===== config.mk =====
export PLATFORM = sky130hd
export DESIGN_NAME = pack_response
export DESIGN_NICKNAME = d
export VERILOG_FILES = /design/src/rtl/pack_response_pkg.sv /design/src/rtl/pack_response_resp_latency_ctr.sv /design/src/rtl/pack_response.sv
export SDC_FILE = /design/constraint.sdc
export NUM_CORES = 1
export LEC_CHECK = 0
export CORE_MARGIN = 2
export CORE_UTILIZATION = 45
export CTS_CLUSTER_DIAMETER = 80
export DETAILED_ROUTE_END_ITERATION = 8
export PLACE_DENSITY = 0.77
export REMOVE_ABC_BUFFERS = 1
export SLEW_MARGIN = 30
export SYNTH_ARGS = -nofsm -noshare
export SYNTH_HDL_FRONTEND = slang
export SYNTH_SLANG_ARGS = --single-unit

===== constraint.sdc =====
create_clock -name clk -period 2 [get_ports clk]
set_clock_uncertainty 0.1 [all_clocks]
set_input_delay 0.2 -clock clk [delete_from_list [all_inputs] [get_ports clk]]
set_output_delay 0.2 -clock clk [all_outputs]
set_load 0.02 [all_outputs]

===== src/rtl/pack_response_pkg.sv =====
// Shared definitions for the SPI-to-RAM command unpacker and response packer:
// command/status codes, 16-bit frame field positions and the framer state type.
package pack_response_pkg;

  localparam int FRAME_W    = 16;
  localparam int DATA_MSB   = 15;
  localparam int DATA_LSB   = 8;
  localparam int ADDR_MSB   = 7;
  localparam int ADDR_LSB   = 4;
  localparam int CODE_MSB   = 3;
  localparam int CODE_LSB   = 0;
  // Status bit that carries frame parity when the parity build is selected
  localparam int PARITY_BIT = 3;

  localparam logic [3:0] CMD_WRITE  = 4'b0001;
  localparam logic [3:0] CMD_READ   = 4'b0010;
  localparam logic [3:0] STS_WR_ACK = 4'b1001;
  localparam logic [3:0] STS_RD_OK  = 4'b1010;

  typedef enum logic [1:0] {
    IDLE,
    WAIT_RAM,
    PRESENT
  } state_t;

  // Assemble a response frame from its three fields
  function automatic logic [FRAME_W-1:0] make_frame(
    input logic [DATA_MSB-DATA_LSB:0] data,
    input logic [ADDR_MSB-ADDR_LSB:0] addr,
    input logic [CODE_MSB-CODE_LSB:0] code
  );
    logic [FRAME_W-1:0] f;
    f = '0;
    f[DATA_MSB:DATA_LSB] = data;
    f[ADDR_MSB:ADDR_LSB] = addr;
    f[CODE_MSB:CODE_LSB] = code;
    return f;
  endfunction

endpackage


===== src/rtl/pack_response_resp_latency_ctr.sv =====
// Down-counter that measures out the block-RAM read latency. Loaded with
// RD_LATENCY-1 on the read strobe; done is high while the count is zero,
// which is the cycle the RAM output is valid.
module resp_latency_ctr #(
  parameter int RD_LATENCY = 1
) (
  input  logic clk,
  input  logic reset,
  input  logic load,
  input  logic enable,
  output logic done
);

  localparam logic [1:0] LOAD_VAL = 2'(RD_LATENCY - 1);

  logic [1:0] count_reg;

  // Load on a new read, then count down to zero and hold there
  always_ff @(posedge clk) begin
    if (reset) begin
      count_reg <= 2'd0;
    end else if (load) begin
      count_reg <= LOAD_VAL;
    end else if (enable && (count_reg != 2'd0)) begin
      count_reg <= count_reg - 2'd1;
    end
  end

  assign done = (count_reg == 2'd0);

endmodule


===== src/rtl/pack_response.sv =====
// Return-path framer: turns block-RAM read/write strobes into 16-bit response
// frames {data, address, status} for the SPI slave transmit shifter, handed
// over with a valid/ready handshake. A strobe that cannot be accepted sets a
// sticky overrun flag.
//
// Build option: define PACK_RESP_PARITY_EN to replace status bit 3 with even
// parity over frame bits [15:4] (bits [15:3] then hold an even number of ones).
module pack_response
  import pack_response_pkg::*;
#(
  parameter int RD_LATENCY = 1
) (
  input  logic               clk,
  input  logic               reset,
  input  logic               write,
  input  logic               read,
  input  logic [3:0]         address,
  input  logic [7:0]         ram_dout,
  input  logic               tx_ready,
  output logic               tx_valid,
  output logic [FRAME_W-1:0] tx_data,
  output logic               overrun
);

  generate
    if (RD_LATENCY < 1 || RD_LATENCY > 3) begin : g_bad_latency
      $error("pack_response: RD_LATENCY must be in 1..3");
    end
  endgenerate

  state_t             state_reg;
  logic               tx_valid_reg;
  logic [FRAME_W-1:0] tx_data_reg;
  logic               overrun_reg;
  logic [3:0]         addr_latch_reg;

  logic accept;
  logic ctr_done;

  // Finalise the status field: optionally fold frame parity into bit 3
  function automatic logic [FRAME_W-1:0] seal(input logic [FRAME_W-1:0] f);
    logic [FRAME_W-1:0] r;
    r = f;
`ifdef PACK_RESP_PARITY_EN
    r[PARITY_BIT] = ^f[DATA_MSB:ADDR_LSB];
`endif
    return r;
  endfunction

  // A new strobe can be taken when idle, or in the handshake cycle of a
  // presented frame so that back-to-back responses need no bubble.
  assign accept = (state_reg == IDLE) ||
                  ((state_reg == PRESENT) && tx_valid_reg && tx_ready);

  resp_latency_ctr #(
    .RD_LATENCY(RD_LATENCY)
  ) u_latency_ctr (
    .clk    (clk),
    .reset  (reset),
    .load   (accept && read),
    .enable (state_reg == WAIT_RAM),
    .done   (ctr_done)
  );

  // Framer FSM with registered frame, valid and overrun outputs
  always_ff @(posedge clk) begin
    if (reset) begin
      state_reg      <= IDLE;
      tx_valid_reg   <= 1'b0;
      tx_data_reg    <= '0;
      overrun_reg    <= 1'b0;
      addr_latch_reg <= 4'h0;
    end else if (accept) begin
      if (read) begin
        // Read wins over a simultaneous write; the write is lost
        addr_latch_reg <= address;
        tx_valid_reg   <= 1'b0;
        state_reg      <= WAIT_RAM;
        if (write) begin
          overrun_reg <= 1'b1;
        end
      end else if (write) begin
        tx_data_reg  <= seal(make_frame(8'h00, address, STS_WR_ACK));
        tx_valid_reg <= 1'b1;
        state_reg    <= PRESENT;
      end else begin
        // tx_data keeps its last value; only valid drops
        tx_valid_reg <= 1'b0;
        state_reg    <= IDLE;
      end
    end else begin
      case (state_reg)
        WAIT_RAM: begin
          if (read || write) begin
            overrun_reg <= 1'b1;
          end
          if (ctr_done) begin
            tx_data_reg  <= seal(make_frame(ram_dout, addr_latch_reg, STS_RD_OK));
            tx_valid_reg <= 1'b1;
            state_reg    <= PRESENT;
          end
        end
        PRESENT: begin
          // Frame held stable until the shifter takes it
          if (read || write) begin
            overrun_reg <= 1'b1;
          end
        end
        default: begin
          state_reg <= IDLE;
        end
      endcase
    end
  end

  assign tx_valid = tx_valid_reg;
  assign tx_data  = tx_data_reg;
  assign overrun  = overrun_reg;

endmodule

==> results of run 1 <==
==> repair_timing <==
action,CTS,global route
hold endpoints to repair,0,0
hold buffers,0,0
setup endpoints to repair,0,13
gates resized for setup,0,4
==> cell usage in the layout, fill, tap and decap left out, drive strengths merged <==
master / instances
a2111oi: 5
a21oi: 10
a31o: 1
a31oi: 2
a41o: 8
and2: 1
and4: 8
buf: 6
clkbuf: 3
clkdlybuf4s50: 33
clkinvlp: 1
conb: 1
dfxtp: 25
ha: 4
inv: 12
mux2: 1
nand2: 3
nand2b: 1
nand3: 6
nor2: 2
nor2b: 2
nor3: 9
o211ai: 2
o21ai: 7
o221ai: 1
xnor2: 1
==> path summary, 6_finish.rpt <==
path                                  start                      end  slack, ns
setup / recovery  state_reg[0]$_SDFFE_PP0P_  tx_data[5]$_SDFFE_PP0P_       0.09
hold / removal      tx_data[3]$_SDFFE_PP0P_  tx_data[3]$_SDFFE_PP0P_       0.36
setup reg to reg  state_reg[0]$_SDFFE_PP0P_  tx_data[5]$_SDFFE_PP0P_       0.09
hold reg to reg     tx_data[3]$_SDFFE_PP0P_  tx_data[3]$_SDFFE_PP0P_       0.36
==> cell families (layout without fill, tap and decap cells) <==
kind of cell | after synthesis | count (layout) | synth area share
other | 1 | 1 | 0.003294
buffers and inverters | 22 | 55 | 0.08131
multiplexers | 1 | 1 | 0.01318
XOR/XNOR | 1 | 1 | 0.007694
flip-flops | 25 | 25 | 0.4396
AO/OA/AOI/OAI | 36 | 36 | 0.2451
adder cells (fa/ha/maj) | 4 | 4 | 0.04396
AND/OR/NAND/NOR | 32 | 32 | 0.1659
==> layout make-up <==
cell class	instances	area, um2	share of cell area
multi-input combinational	75	561.8	0.3621
sequential	25	501.7	0.3234
timing repair buffer	39	375.4	0.2419
inverter	12	45.04	0.02903
tap	30	37.54	0.02419
clock buffer	3	22.52	0.01452
clock inverter	1	7.507	0.004839
==> per-layer routing <==
metal,vias up,track usage,wire length [um]
li1,516,-,-
met1,486,0.2125,1074
met2,62,0.3273,1316
met3,2,0.04372,242
met4,0,0.07083,8
met5,-,0,0
==> worst reg2reg max path, stage by stage, from the launching register on <==
cell	delay [ns]
dfxtp_2	0.37
inv_1	0.07
ha_1	0.28
a31o_4	0.30
mux2_4	0.34
a2111oi_2	0.35
==> where the power goes <==
part / internal (mW) / switching, mW
registers: 0.526 / 0.0160
clock network: 0.0764 / 0.157
logic: 0.114 / 0.125
==> metrics by stage <==
step	std cells	utilization	power, mW	setup TNS (ns)	cell area (um2)
floorplan	112	-	0.6648	-2.483	1091
global placement	181	0.6183	0.7773	0	1504
detailed placement	181	0.6183	0.7835	0	1504
CTS	185	0.6307	1.010	0	1534
global route	185	0.6379	1.061	-0.003428	1551
finish	185	0.6379	1.014	0	1551
==> results.md, run 1 <==
* Critical path buffer and inverter count at 1
* Antenna Nets Post-Route at 0
* Hold WC Path Type: reg2reg
* Fin nets at 177
* WL/cell at 14.27 um
* Yosys cell types at 26
* #FFs+latches synth at 25
* Total Routed Length at 2.640 mm
* Die area at 0.002948 mm2
* Initial drt markers at 22
* Worst Hold Depth at 2
* Top cell type by total area after synthesis: dfxtp_1
* Die height at 54.30 um
* Power per cell area at 653.7 mW/mm2
* Sequential fraction of the synthesis area at 0.4396
* Slowest-stage cell, CP: dfxtp_2
* Routability cong. at 0.8191
* Maximum VDD drop at 0.4309 mV
* Initial Utilization at 0.4681
* CTS Sinks at 25
* Initial antenna violation count at 0
* PortBufs at 33
* Top-Level Pins at 35
* Htree depth at 1
* Clk buf depth at 2
* Cts bufs inserted at 3
* Most instantiated library cell after synthesis: dfxtp_1
* Layout cell share with drive strength beyond 1 at 0.1161
* LEAKAGE at 0.6195 nW
* Fillers at 222
* Primary FF master, synth: dfxtp_1
* DR DRC count at 0
* Overflow after GRT at 0
* # rows at 18
* Ys async rst share at 0
* Core footprint at 0.002432 mm2
* Arr. time, crit path at 2.04 ns
* GRT Util Overall at 0.1845
* Setup bufs post-CTS at 0
* Cell count of the worst reg-to-reg path at 5
* Syn_area_per_cell at 9.333 um2
* Worst Setup Start Kind: flip-flop
* Largest net degree at the start of global routing at 18
* Root Buffer Master: clkbuf_4
* Top cells by area, synth: dfxtp_1 (44%), a41o_1 (7.0%), and4_1 (6.2%), a2111oi_2 (5.3%), a21oi_1 (4.4%)
* Routed via count at 1066
* Total stage count of the critical path at 5
* EDFF count, synth at 0
* Type of element capturing the critical path: flip-flop
* Top cells by count, synth: dfxtp_1 (25), inv_1 (12), a21oi_1 (10)
* Final hold vios at 0
* Vias in the first global route at 960
* Hold slack at 0.3579 ns
* First-pass GRT wire length at 4.015 mm
* Period utilisation layout at 0.9532
* Crit-path cells: inv_1 -> ha_1 -> a31o_4 -> mux2_4 -> a2111oi_2
* Average vias per placed instance at 5.762
* Max reg flops at 15
* Critical path's top delay family: compound AO/OA/AOI/OAI gates
* Initial DRT Pass Iterations at 4
* Tmin final at 1.906 ns
* Max Freq at 524.5 MHz
* Final Worst Setup Slack at 0.09354 ns
* Final setup viols at 0
* Cells after synthesis at 122
* Clk_lat worst skew at 0.32 ns
* Synthesis-to-finish area growth at 36.26%
* Clk slew on worst S/H paths at 0.14 ns
* Synthesized area at 0.001139 mm2
* CP Max Fanout at 7
* Run status: finished, final reports clean
* CP peak stage delay at 0.37 ns
* Slew Limit Fails at 0
* Top-area cell type share of the netlist area at 0.4396
* DP Worst Slack at 0.06091 ns
* CTS tree: built
* Worst Setup Path Type: reg2reg
* Max cap viols at 0
* Detailed placement HPWL at 1.959 mm
* Yosys warning count at 0
* Number of diodes at 0
* Die X at 54.30 um
* Worst Path Required at 2.13 ns
Note: power is estimated with default switching activity, not from simulation.
==> run 2: changes to the inputs <==
--- a/config.mk
+++ b/config.mk
@@ -5,6 +5,7 @@
 export SDC_FILE = /design/constraint.sdc
 export NUM_CORES = 1
 export LEC_CHECK = 0
+export CAP_MARGIN = 20
 export CORE_MARGIN = 2
 export CORE_UTILIZATION = 45
 export CTS_CLUSTER_DIAMETER = 80
==> results of run 2 <==
The final DEF is identical to that of run 1; final timing and power are the same.
